==> src/rtl/nanorv32_wb_pkg.sv <==
// nanorv32 writeback buffer: shared widths, entry layout and small helpers.
// Widths are configured here; the buffer depth is fixed at 2 entries.
package nanorv32_wb_pkg;

  localparam int DATA_W  = 32;
  localparam int RADDR_W = 5;
  localparam int DEPTH   = 2;
  localparam int PTR_W   = 1;

  // One pending result; we is already qualified so rd=x0 never writes
  typedef struct packed {
    logic [DATA_W-1:0]  data;
    logic [RADDR_W-1:0] rd;
    logic               we;
  } wb_entry_t;

  // Pointer increment; with a 1-bit pointer this wraps 1 -> 0
  function automatic logic [PTR_W-1:0] ptr_next(input logic [PTR_W-1:0] p);
    return p + 1'b1;
  endfunction

  // An entry supplies rs when it is live, writes, targets rs and rs is not x0
  function automatic logic entry_matches(input wb_entry_t e, input logic v,
                                         input logic [RADDR_W-1:0] rs);
    return v & e.we & (e.rd == rs) & (rs != '0);
  endfunction

endpackage

==> src/rtl/nanorv32_wb_buffer_if.sv <==
// nanorv32 writeback buffer bus: ALU-side result handshake and
// register-file write port. The buffer connects through the slave modport.
interface nanorv32_wb_buffer_if;
  import nanorv32_wb_pkg::*;

  logic               ex_valid;
  logic               ex_is_div;
  logic               div_ready;
  logic [DATA_W-1:0]  ex_res;
  logic [RADDR_W-1:0] ex_rd;
  logic               ex_we;
  logic               ex_ready;

  logic               rf_wr_en;
  logic [RADDR_W-1:0] rf_wr_addr;
  logic [DATA_W-1:0]  rf_wr_data;
  logic               rf_wr_ready;

  modport master (
    output ex_valid, ex_is_div, div_ready, ex_res, ex_rd, ex_we, rf_wr_ready,
    input  ex_ready, rf_wr_en, rf_wr_addr, rf_wr_data
  );

  modport slave (
    input  ex_valid, ex_is_div, div_ready, ex_res, ex_rd, ex_we, rf_wr_ready,
    output ex_ready, rf_wr_en, rf_wr_addr, rf_wr_data
  );

endinterface

==> src/rtl/nanorv32_wb_match.sv <==
// nanorv32 writeback buffer: source-register lookup across the pending
// entries. The non-head entry is the younger one and wins on a double hit.
module nanorv32_wb_match
  import nanorv32_wb_pkg::*;
(
  input  wb_entry_t [DEPTH-1:0] entries,
  input  logic [DEPTH-1:0]      valid,
  input  logic [PTR_W-1:0]      head_ptr,
  input  logic [RADDR_W-1:0]    rs_addr,
  output logic                  hit,
  output logic [DATA_W-1:0]     data,
  output logic                  any_match
);

  logic [PTR_W-1:0] young_ptr;
  logic             head_match;
  logic             young_match;

  assign young_ptr   = ptr_next(head_ptr);
  assign head_match  = entry_matches(entries[head_ptr],  valid[head_ptr],  rs_addr);
  assign young_match = entry_matches(entries[young_ptr], valid[young_ptr], rs_addr);

  // Pick the youngest matching value, zero when nothing matches
  always_comb begin
    hit       = head_match | young_match;
    any_match = head_match | young_match;
    data      = '0;
    if (young_match) begin
      data = entries[young_ptr].data;
    end else if (head_match) begin
      data = entries[head_ptr].data;
    end
  end

endmodule

==> src/rtl/nanorv32_wb_buffer.sv <==
// nanorv32 writeback buffer: 2-entry in-order queue between the ALU stage
// and the register-file write port, with operand-stage hazard lookup.
// Optional macro NANORV32_WB_FWD_EN: when defined, pending values are
// forwarded on fwd*_hit/fwd*_data and raw_stall stays 0; when undefined,
// forwarding outputs are 0 and any pending match raises raw_stall.
module nanorv32_wb_buffer
  import nanorv32_wb_pkg::*;
(
  input  logic               clk,
  input  logic               rst_n,
  nanorv32_wb_buffer_if.slave bus,
  input  logic [RADDR_W-1:0] rs1_addr,
  input  logic [RADDR_W-1:0] rs2_addr,
  output logic               fwd1_hit,
  output logic [DATA_W-1:0]  fwd1_data,
  output logic               fwd2_hit,
  output logic [DATA_W-1:0]  fwd2_data,
  output logic               raw_stall,
  output logic [1:0]         buf_count
);

`ifdef NANORV32_WB_FWD_EN
  localparam logic FWD_EN = 1'b1;
`else
  localparam logic FWD_EN = 1'b0;
`endif

  localparam logic [1:0] FULL_COUNT = 2'(DEPTH);

  wb_entry_t [DEPTH-1:0] entries;
  logic [DEPTH-1:0]      valid;
  logic [PTR_W-1:0]      wr_ptr;
  logic [PTR_W-1:0]      rd_ptr;
  logic [1:0]            count;

  wb_entry_t             head;
  logic                  head_valid;
  logic                  can_accept;
  logic                  push;
  logic                  pop;

  logic                  hit1, hit2, any1, any2;
  logic [DATA_W-1:0]     data1, data2;

  // Acceptance depends only on stored occupancy, so a same-cycle pop
  // never opens a slot for a push when full.
  assign can_accept   = (count < FULL_COUNT);
  assign bus.ex_ready = can_accept;
  assign push = bus.ex_valid & (~bus.ex_is_div | bus.div_ready) & can_accept;

  assign head       = entries[rd_ptr];
  assign head_valid = valid[rd_ptr];
  assign pop        = head_valid & (~head.we | bus.rf_wr_ready);

  assign bus.rf_wr_en   = head_valid & head.we;
  assign bus.rf_wr_addr = head_valid ? head.rd   : '0;
  assign bus.rf_wr_data = head_valid ? head.data : '0;
  assign buf_count      = count;

  // Queue state: drain at the head, fill at the tail, track occupancy
  always_ff @(posedge clk or negedge rst_n) begin
    if (!rst_n) begin
      entries <= '0;
      valid   <= '0;
      wr_ptr  <= '0;
      rd_ptr  <= '0;
      count   <= '0;
    end else begin
      if (pop) begin
        valid[rd_ptr] <= 1'b0;
        rd_ptr        <= ptr_next(rd_ptr);
      end
      if (push) begin
        entries[wr_ptr] <= '{data: bus.ex_res,
                             rd:   bus.ex_rd,
                             we:   bus.ex_we & (bus.ex_rd != '0)};
        valid[wr_ptr]   <= 1'b1;
        wr_ptr          <= ptr_next(wr_ptr);
      end
      case ({push, pop})
        2'b10:   count <= count + 2'd1;
        2'b01:   count <= count - 2'd1;
        default: count <= count;
      endcase
    end
  end

  nanorv32_wb_match u_match_rs1 (
    .entries   (entries),
    .valid     (valid),
    .head_ptr  (rd_ptr),
    .rs_addr   (rs1_addr),
    .hit       (hit1),
    .data      (data1),
    .any_match (any1)
  );

  nanorv32_wb_match u_match_rs2 (
    .entries   (entries),
    .valid     (valid),
    .head_ptr  (rd_ptr),
    .rs_addr   (rs2_addr),
    .hit       (hit2),
    .data      (data2),
    .any_match (any2)
  );

  assign fwd1_hit  = FWD_EN & hit1;
  assign fwd1_data = FWD_EN ? data1 : '0;
  assign fwd2_hit  = FWD_EN & hit2;
  assign fwd2_data = FWD_EN ? data2 : '0;
  assign raw_stall = ~FWD_EN & (any1 | any2);

  // Occupancy can never exceed the depth or drop below zero
  assert property (@(posedge clk) disable iff (!rst_n)
                   !(push && !pop && count == FULL_COUNT));
  assert property (@(posedge clk) disable iff (!rst_n)
                   !(pop && !push && count == 2'd0));
  assert property (@(posedge clk) disable iff (!rst_n)
                   count == 2'($countones(valid)));

endmodule

==> src/flat_wrapper.sv <==
// flat-port wrapper written by rule: the top's interface ports become plain ports
module nanorv32_wb_buffer_flat import nanorv32_wb_pkg::*;
  (clk, rst_n, rs1_addr, rs2_addr, fwd1_hit, fwd1_data, fwd2_hit, fwd2_data, raw_stall, buf_count, bus_ex_valid, bus_ex_is_div, bus_div_ready, bus_ex_res, bus_ex_rd, bus_ex_we, bus_rf_wr_ready, bus_ex_ready, bus_rf_wr_en, bus_rf_wr_addr, bus_rf_wr_data);
  nanorv32_wb_buffer_if bus_i ();
  input  logic clk;
  input  logic rst_n;
  input  logic [RADDR_W-1:0] rs1_addr;
  input  logic [RADDR_W-1:0] rs2_addr;
  output logic fwd1_hit;
  output logic [DATA_W-1:0] fwd1_data;
  output logic fwd2_hit;
  output logic [DATA_W-1:0] fwd2_data;
  output logic raw_stall;
  output logic [1:0] buf_count;
  input wire logic [$bits(bus_i.ex_valid)-1:0] bus_ex_valid;
  input wire logic [$bits(bus_i.ex_is_div)-1:0] bus_ex_is_div;
  input wire logic [$bits(bus_i.div_ready)-1:0] bus_div_ready;
  input wire logic [$bits(bus_i.ex_res)-1:0] bus_ex_res;
  input wire logic [$bits(bus_i.ex_rd)-1:0] bus_ex_rd;
  input wire logic [$bits(bus_i.ex_we)-1:0] bus_ex_we;
  input wire logic [$bits(bus_i.rf_wr_ready)-1:0] bus_rf_wr_ready;
  output wire logic [$bits(bus_i.ex_ready)-1:0] bus_ex_ready;
  output wire logic [$bits(bus_i.rf_wr_en)-1:0] bus_rf_wr_en;
  output wire logic [$bits(bus_i.rf_wr_addr)-1:0] bus_rf_wr_addr;
  output wire logic [$bits(bus_i.rf_wr_data)-1:0] bus_rf_wr_data;
  assign bus_i.ex_valid = bus_ex_valid;
  assign bus_i.ex_is_div = bus_ex_is_div;
  assign bus_i.div_ready = bus_div_ready;
  assign bus_i.ex_res = bus_ex_res;
  assign bus_i.ex_rd = bus_ex_rd;
  assign bus_i.ex_we = bus_ex_we;
  assign bus_i.rf_wr_ready = bus_rf_wr_ready;
  assign bus_ex_ready = bus_i.ex_ready;
  assign bus_rf_wr_en = bus_i.rf_wr_en;
  assign bus_rf_wr_addr = bus_i.rf_wr_addr;
  assign bus_rf_wr_data = bus_i.rf_wr_data;
  nanorv32_wb_buffer u_core (.clk(clk), .rst_n(rst_n), .bus(bus_i), .rs1_addr(rs1_addr), .rs2_addr(rs2_addr), .fwd1_hit(fwd1_hit), .fwd1_data(fwd1_data), .fwd2_hit(fwd2_hit), .fwd2_data(fwd2_data), .raw_stall(raw_stall), .buf_count(buf_count));
endmodule
==> config.mk <==
export PLATFORM = sky130hd
export DESIGN_NAME = nanorv32_wb_buffer_flat
export DESIGN_NICKNAME = d
export VERILOG_FILES = /design/src/rtl/nanorv32_wb_pkg.sv /design/src/rtl/nanorv32_wb_buffer_if.sv /design/src/rtl/nanorv32_wb_match.sv /design/src/rtl/nanorv32_wb_buffer.sv /design/src/flat_wrapper.sv
export SDC_FILE = /design/constraint.sdc
export NUM_CORES = 1
export LEC_CHECK = 0
export ABC_AREA = 0
export ABC_CLOCK_PERIOD_IN_PS = 1900
export CORE_ASPECT_RATIO = 1.4
export CORE_MARGIN = 1
export CORE_UTILIZATION = 42
export CTS_BUF_LIST = sky130_fd_sc_hd__clkbuf_4 sky130_fd_sc_hd__clkbuf_8
export DETAILED_ROUTE_END_ITERATION = 8
export GPL_TIMING_DRIVEN = 0
export MAX_ROUTING_LAYER = met4
export PLACE_DENSITY = 0.82
export SYNTH_ARGS = -nofsm -noshare
export SYNTH_HDL_FRONTEND = slang
export SYNTH_SLANG_ARGS = --single-unit
==> constraint.sdc <==
create_clock -name clk -period 1.9 [get_ports clk]
set_clock_uncertainty 0.2 [all_clocks]
set_input_delay 0.19 -clock clk [delete_from_list [all_inputs] [get_ports clk]]
set_output_delay 0.19 -clock clk [all_outputs]
set_load 0.01 [all_outputs]
==> results of run 1 <==
[where the power goes]
group	leakage [nW]	internal, mW	switching [mW]
sequential	0.978	2.64	0.598
combinational	2.03	2.90	2.28
clock	0.129	0.994	0.621
[worst max-delay path: stages (launching register included)]
cell and delay, ns:
dfrtp_1 0.40, buf_12 0.16, buf_12 0.15, mux2i_4 0.19, xor2_1 0.15, nand4_1 0.10, nor4_1 0.05, or4_1 0.50
buf_2 0.15
[layout by cell type, fill, tap and decap left out, drive strengths merged]
cell             n
or4              4
mux2i           45
nor4             4
nand3            2
buf            102
xnor2            8
conb            66
nor2            45
nand4            5
a31oi            1
dlygate4sd3      1
mux2            74
xor2            16
dfrtp           82
inv              4
clkinv           2
bufinv           4
dlymetal6s2s     4
nand2b           1
clkbuf          22
clkdlybuf4s50   58
o21ai            8
nand2            5
ha               1
o21a             1
dlygate4sd2     15
[state kept, by name, summed over array words and instances, names as in the netlist]
register          cells
u_core.valid          2
u_core.buf_count      2
u_core.entries       76
u_core.rd_ptr         1
u_core.wr_ptr         1
[timing repair]
| item | 4_1_cts | 5_1_grt |
|---|---|---|
| pin swaps | 4 | 6 |
| hold buffers | 1 | 0 |
| setup buffers | 2 | 8 |
| hold endpoints to repair | 82 | 0 |
| gates cloned | 1 | 1 |
| gates resized for setup | 74 | 74 |
| endpoints found under the setup margin | 84 | 65 |
[final cells by class]
| type | count | area (sq um) | area share, % |
|---|---|---|---|
| multi-input cells | 286 | 2260 | 34.7 |
| clock buffers | 9 | 124 | 1.90 |
| well taps | 138 | 173 | 2.65 |
| plain buffers | 84 | 712 | 10.9 |
| repair buffers | 109 | 1050 | 16.2 |
| inverters | 4 | 15.0 | 0.230 |
| flip-flops and latches | 82 | 2050 | 31.4 |
| clock inverters | 6 | 130 | 1.99 |
[routing by layer]
metal / wire length, um / vias to the layer above
met5: 0 / -
met4: 179 / 0
met3: 718 / 17
met2: 5790 / 137
met1: 4040 / 1557
li1: - / 1570
[logic make-up (layout without fill, tap and decap cells)]
logic type	Yosys count	in the layout
and+or+nand+nor	66	66
other	1	66
DFF	82	82
muxes	119	119
AOI/OAI and AO/OA	10	10
buffers and inverters	88	212
adders and majority gates	1	1
xor gates and xnor gates	24	24
[worst max path at each step]
stage,endpoint,from,slack (ns),cells after the start
after detailed placement,raw_stall,rs1_addr[2],-0.89,6
after floorplan,raw_stall,u_core.rd_ptr,-0.10,7
after global routing,bus_rf_wr_data[14],u_core.rd_ptr,-0.79,7
final,raw_stall,u_core.rd_ptr,-0.70,8
after CTS,bus_rf_wr_addr[2],u_core.rd_ptr,-0.70,7
after global placement,u_core.entries[1],rst_n,-2.28,1
==> results.md, run 1 <==
* H-tree Lvls at 3
* FF-to-FF Start: u_core.rd_ptr
* Startpoint Class: flop
* Mapped Avg Cell Area at 11.6 sq um
* P per Cell Area at 1540 nW/um^2
* Clk pin slew, worst setup/hold paths at ~0.080 ns
* GRT Resource Usage Total at 20.4%
* Fraction of layout cells with a size suffix above 1 at 39.0%
* Chip width at between 80 and 90 um
* Clk Latency, worst-skew pair at 0.36 ns
* # IOs at about 160
* Synth-to-Final Area Change at 44.3%
* Hpwl dp at 7630 um
* Antenna violations before repair at 0
* Fill count at 871
* Initial drt markers at 113
* Drt total wl at 10700 um
* #FFs+latches synth at between 80 and 90
* Compound-Gate Fraction of Synth Area at 1.19%
* Largest family of logic cells by synthesized area: multiplexers
* Die ar. at 11200 sq um
* Overall Power at roughly 10 mW
* Syn. warnings at 0
* Fin. Hold Viols at 0
* FMAX at 384 MHz
* Met2 Usage GRT at between 30% and 40%
* Vias in the first global route at 3417
* Post-Layout Cell Count at about 700
* GRT overflow at 0
* Synth unique cells at 25
* Register area share after synthesis at 45.4%
* Initial Utilization at 43.5%
* Routed Antenna Nets at 0
* Fin Hold WS at 0.118 ns
* RSZ-0062 raised after global routing: true
* Reg2Reg Depth at 10
* Finished Core Util at 62.7%
* Ratio of final minimum period to clock period at 137%
* # nets final at 631
* Area leader, netlist: dfrtp_1
* Crit Path Max Fanout at 8
* Num CTS Buffers at 9
* Largest cells by area after synthesis: dfrtp_1 (45%), mux2_2 (18%), buf_4 (11%)
* Synthesized cell area at between 4000 and 5000 sq um
* DP Cell Count at 690
* Setup_tns at -15.59 ns
* Status: finished, violations left
* Critical Path AT at roughly 2.2 ns
* Failing checks: setup timing
* HP Class: input port to async pin
* Dominant cell by count in the synthesized netlist: dfrtp_1
* # rows at 44
* Buffer levels on the longest clock path at 2
* Root Buffer: clkbuf_8
* Met3 usage at 5.56%
* Final Setup Violations at 40
* Async set or reset register ratio after synthesis at 100%
* Final worst path period need at around 2.6 ns
* Top cells by count, synth: dfrtp_1 (82), mux2_2 (74), buf_4 (66), nor2_1 (45), mux2i_1 (44)
* Worst R2R Setup Slack at -0.21 ns
* GRT busiest layer: met2
* Placer congestion estimate at 0.930
* Largest net degree at the start of global routing at 51
* Mux cell area share after synthesis at ~28%
* DRC at 0
* CTS tree: built
* Grt met1 use at 22.0%
* Critical path endpoint category: primary output
* Max_cap viols at 0
* R2R Path End: u_core.buf_count[1]
* Die span in y at about 120 um
* DR pass1 iterations at 4
* Pre-CTS setup slack at -0.892 ns
* Global-route wire length before repair at 17200 um
* Clock sink total at 82
* Worst EP required at approximately 1.5 ns
* Worst VDD drop at 0.905 mV
* PortBufs at between 90 and 100
* Setup WS post-layout at -0.701 ns
* Share of the synthesized area in the top cell type at 45.4%
* Vias at between 3000 and 4000
* Post-synth EDFFs at 0
* Primary FF master, synth: dfrtp_1
* Total core area at 10400 sq um
* Cells after Synth at ~400
* Ant diodes at 0
* Drt wl/cell at 14.9 um
* Post-Synth Simple-Gate Area at 6.42%
* P_leak at 3.14 nW
* Via density at 4.57
* Critical path class: flop to primary output
* Fin. max-slew vios at 0
* Area after DPL at between 5000 and 6000 sq um
* Xor/xnor share of the synthesized area at 4.65%
* Finished Cell Area at 6530 sq um
* Synth Area in Adders at 0.277%
Note: power is estimated with default switching activity, not from simulation.
==> inputs of run 2 (changes only) <==
- ABC_CLOCK_PERIOD_IN_PS: 1900 -> 2500
- CORE_UTILIZATION: 42 -> 47
- PLACE_DENSITY: 0.82 -> 0.86
- clock period: 1.9 -> 2.5 ns (I/O delays scaled with it)
==> results.md, run 2 (synthesized netlist as in run 1, its figures left out) <==
* Status: finished, violations left (unchanged)
* Failing checks: DRC, setup timing (was setup timing)
* Fin. Hold Viols at 0 (unchanged)
* Commonest non-fill, non-tap cell in the layout: dfrtp_1 (unchanged)
* Finished Core Util at 66.8% (was 62.7%)
* Reg2Reg Depth at 10 (unchanged)
* Drt total wl at 10400 um (was 10700 um)
* Synth-to-Final Area Change at 38.9% (was 44.3%)
* Total core area at 9410 sq um (was 10400 sq um)
* Chip width at 84.9 um (was 89.7 um)
* P_leak at 3.05 nW (was 3.14 nW)
* Crit Path Max Fanout at 8 (unchanged)
* P per Cell Area at 1140 nW/um^2 (was 1540 nW/um^2)
* FMAX at 372 MHz
* Ant diodes at 0 (unchanged)
* Clock sink total at 82 (unchanged)
* Crit-path cells: buf_6 -> buf_12 -> mux2i_4 -> xor2_1 -> nand4_1 -> nor4_1 -> or4_1 -> buf_2 (was buf_12 -> buf_12 -> mux2i_4 -> xor2_1 -> nand4_1 -> nor4_1 -> or4_1 -> buf_2)
* Initial Utilization at 48.1% (was 43.5%)
* Vias at 3303 (was 3281)
* Slowest cell on crit path: or4_1 (unchanged)
* Critical path endpoint category: primary output (unchanged)
* PortBufs at 95 (unchanged)
* Placer congestion estimate at 0.909 (was 0.930)
* Worst R2R Setup Slack at 0.22 ns (was -0.21 ns)
* Biggest register: u_core.entries (unchanged)
* RSZ-0062 raised after global routing: true (unchanged)
* Global-route wire length before repair at 16600 um (was 17200 um)
* CP max stage delay at 0.52 ns (was 0.50 ns)
* Root Buffer: clkbuf_8 (unchanged)
* Clk Latency, worst-skew pair at 0.36 ns (about the same)
* DRC at 20 (was 0)
* Largest net degree at the start of global routing at 67 (was 51)
* HP Class: input port to async pin (unchanged)
* GRT Resource Usage Total at 22.2% (was 20.4%)
* H-tree Lvls at 3 (unchanged)
* Final Setup Violations at 1 (was 40)
* Max_cap viols at 0 (unchanged)
* Critical path class: flop to primary output (unchanged)
* Worst-margin pin slew at 0.633 ns
* Buffer levels on the longest clock path at 2 (unchanged)
* Critical Path Start: u_core.rd_ptr (unchanged)
* Vias in the first global route at 3323 (was 3417)
* Most frequent cells in the layout: dfrtp_1 (82), buf_4 (76), mux2_2 (74), conb_1 (66), clkdlybuf4s50_1 (55) (was dfrtp_1 (82), mux2_2 (74), buf_4 (72), conb_1 (66), clkdlybuf4s50_1 (58))
* Hpwl dp at 7520 um (was 7630 um)
* Antenna violations before repair at 0 (unchanged)
* Via density at 4.77 (was 4.57)
* DR pass1 iterations at 9 (was 4)
* Worst EP required at 2.05 ns (was 1.51 ns)
* Clk pin slew, worst setup/hold paths at 0.08 ns (about the same)
* FF-to-FF Start: u_core.rd_ptr (unchanged)
* Die span in y at 118 um (was 125 um)
* Final worst path period need at about 2.7 ns
* Num CTS Buffers at 9 (unchanged)
* Routed Antenna Nets at 0 (unchanged)
* Setup WS post-layout at -0.185 ns (was -0.701 ns)
* Die ar. at 10000 sq um (was 11200 sq um)
* Ratio of final minimum period to clock period at 107%
* Pre-CTS setup slack at -0.442 ns (was -0.892 ns)
* Worst VDD drop at 0.630 mV (was 0.905 mV)
* R2R Path End: u_core.buf_count[1] (unchanged)
* Fin. max-slew vios at 0 (unchanged)
* Startpoint Class: flop (unchanged)
* # IOs at 162 (unchanged)
* Initial drt markers at 143 (was 113)
* # nets final at 632 (was 631)
* Critical Path AT at 2.24 ns (was 2.21 ns)
* Largest register FFs at 76 (unchanged)
* Fraction of layout cells with a size suffix above 1 at 38.7% (was 39.0%)
* GRT overflow at 0 (unchanged)
* # rows at 42 (was 44)
* Fin Hold WS at 0.0932 ns (was 0.118 ns)
* Max_slew headroom at 57.8%
* CTS tree: built (unchanged)
* Drt wl/cell at 15.1 um (was 14.9 um)
==> run 2: cell types whose count changed in the layout (fill, tap and decap cells not counted), moves of 4 or more <==
| cell | previous run | this run |
|---|---|---|
| nor2_2 | 4 | 0 |
| nor2_1 | 39 | 45 |
| buf_1 | 0 | 4 |
| buf_6 | 11 | 3 |
| clkbuf_2 | 10 | 31 |
| buf_4 | 72 | 76 |
| buf_2 | 9 | 5 |
| dlygate4sd2_1 | 15 | 2 |
==> run 2: worst max path at each step <==
stage,cells after the start,slack (ns),to
after floorplan,7,0.39,raw_stall
after global routing,8,-0.25,raw_stall
final,8,-0.19,raw_stall
after global placement,1,-1.71,u_core.buf_count[0]
after detailed placement,6,-0.44,raw_stall
after CTS,8,-0.18,raw_stall
==> run 2: report_power, final <==
group / switching (mW) / internal (mW)
logic: 1.65 / 2.11
clock network: 0.471 / 0.510
registers: 0.442 / 2.00
==> run 2: layout make-up <==
| class | count | area [sq um] |
|---|---|---|
| clock buffers | 11 | 151 |
| well taps | 110 | 138 |
| plain buffers | 84 | 697 |
| multi-input cells | 286 | 2180 |
| flip-flops and latches | 82 | 2050 |
| clock inverters | 5 | 52.6 |
| inverters | 4 | 15.0 |
| fillers | 752 | 3120 |
| repair buffers | 110 | 998 |
==> run 2: critical path, delay by kind of cell, from the launching register on <==
kind | cells | cell delay [ns]
buffers and inverters | 3 | 0.46
multiplexers | 1 | 0.19
XOR/XNOR | 1 | 0.15
flip-flops | 1 | 0.38
AND/OR/NAND/NOR | 3 | 0.69
==> run 2: what timing repair did <==
action	CTS	global route
endpoints found under the setup margin	38	30
resized for setup	76	75
cloned	1	2
pin swaps	2	2
buffers inserted	1	9
hold buffers	1	0
endpoints found under the hold margin	82	0
==> run 2: stage by stage <==
| stage | TNS, ns | cells | power, mW | instance area (sq um) |
|---|---|---|---|---|
| floorplan | 0 | 456 | 4.55 | 4770 |
| global placement | -144.14 | 661 | 5.63 | 5860 |
| detailed placement | -4.74 | 662 | 5.78 | 5880 |
| CTS | -0.185 | 681 | 6.97 | 6230 |
| global route | -0.271 | 692 | 7.67 | 6280 |
| finish | -0.185 | 692 | 7.19 | 6280 |
==> run 2: layer usage <==
metal	GRT usage, %	vias up	routed length (um)
met2	39.2	143	5580
met4	8.16	0	225
met3	5.68	20	794
met5	-	-	0
li1	-	1569	-
met1	23.7	1571	3840
==> inputs of run 3 (changes only) <==
- GPL_ROUTABILITY_DRIVEN: default -> 0
==> results of run 3 <==
No change in the layout: final DEF, timing and power equal those of run 2.
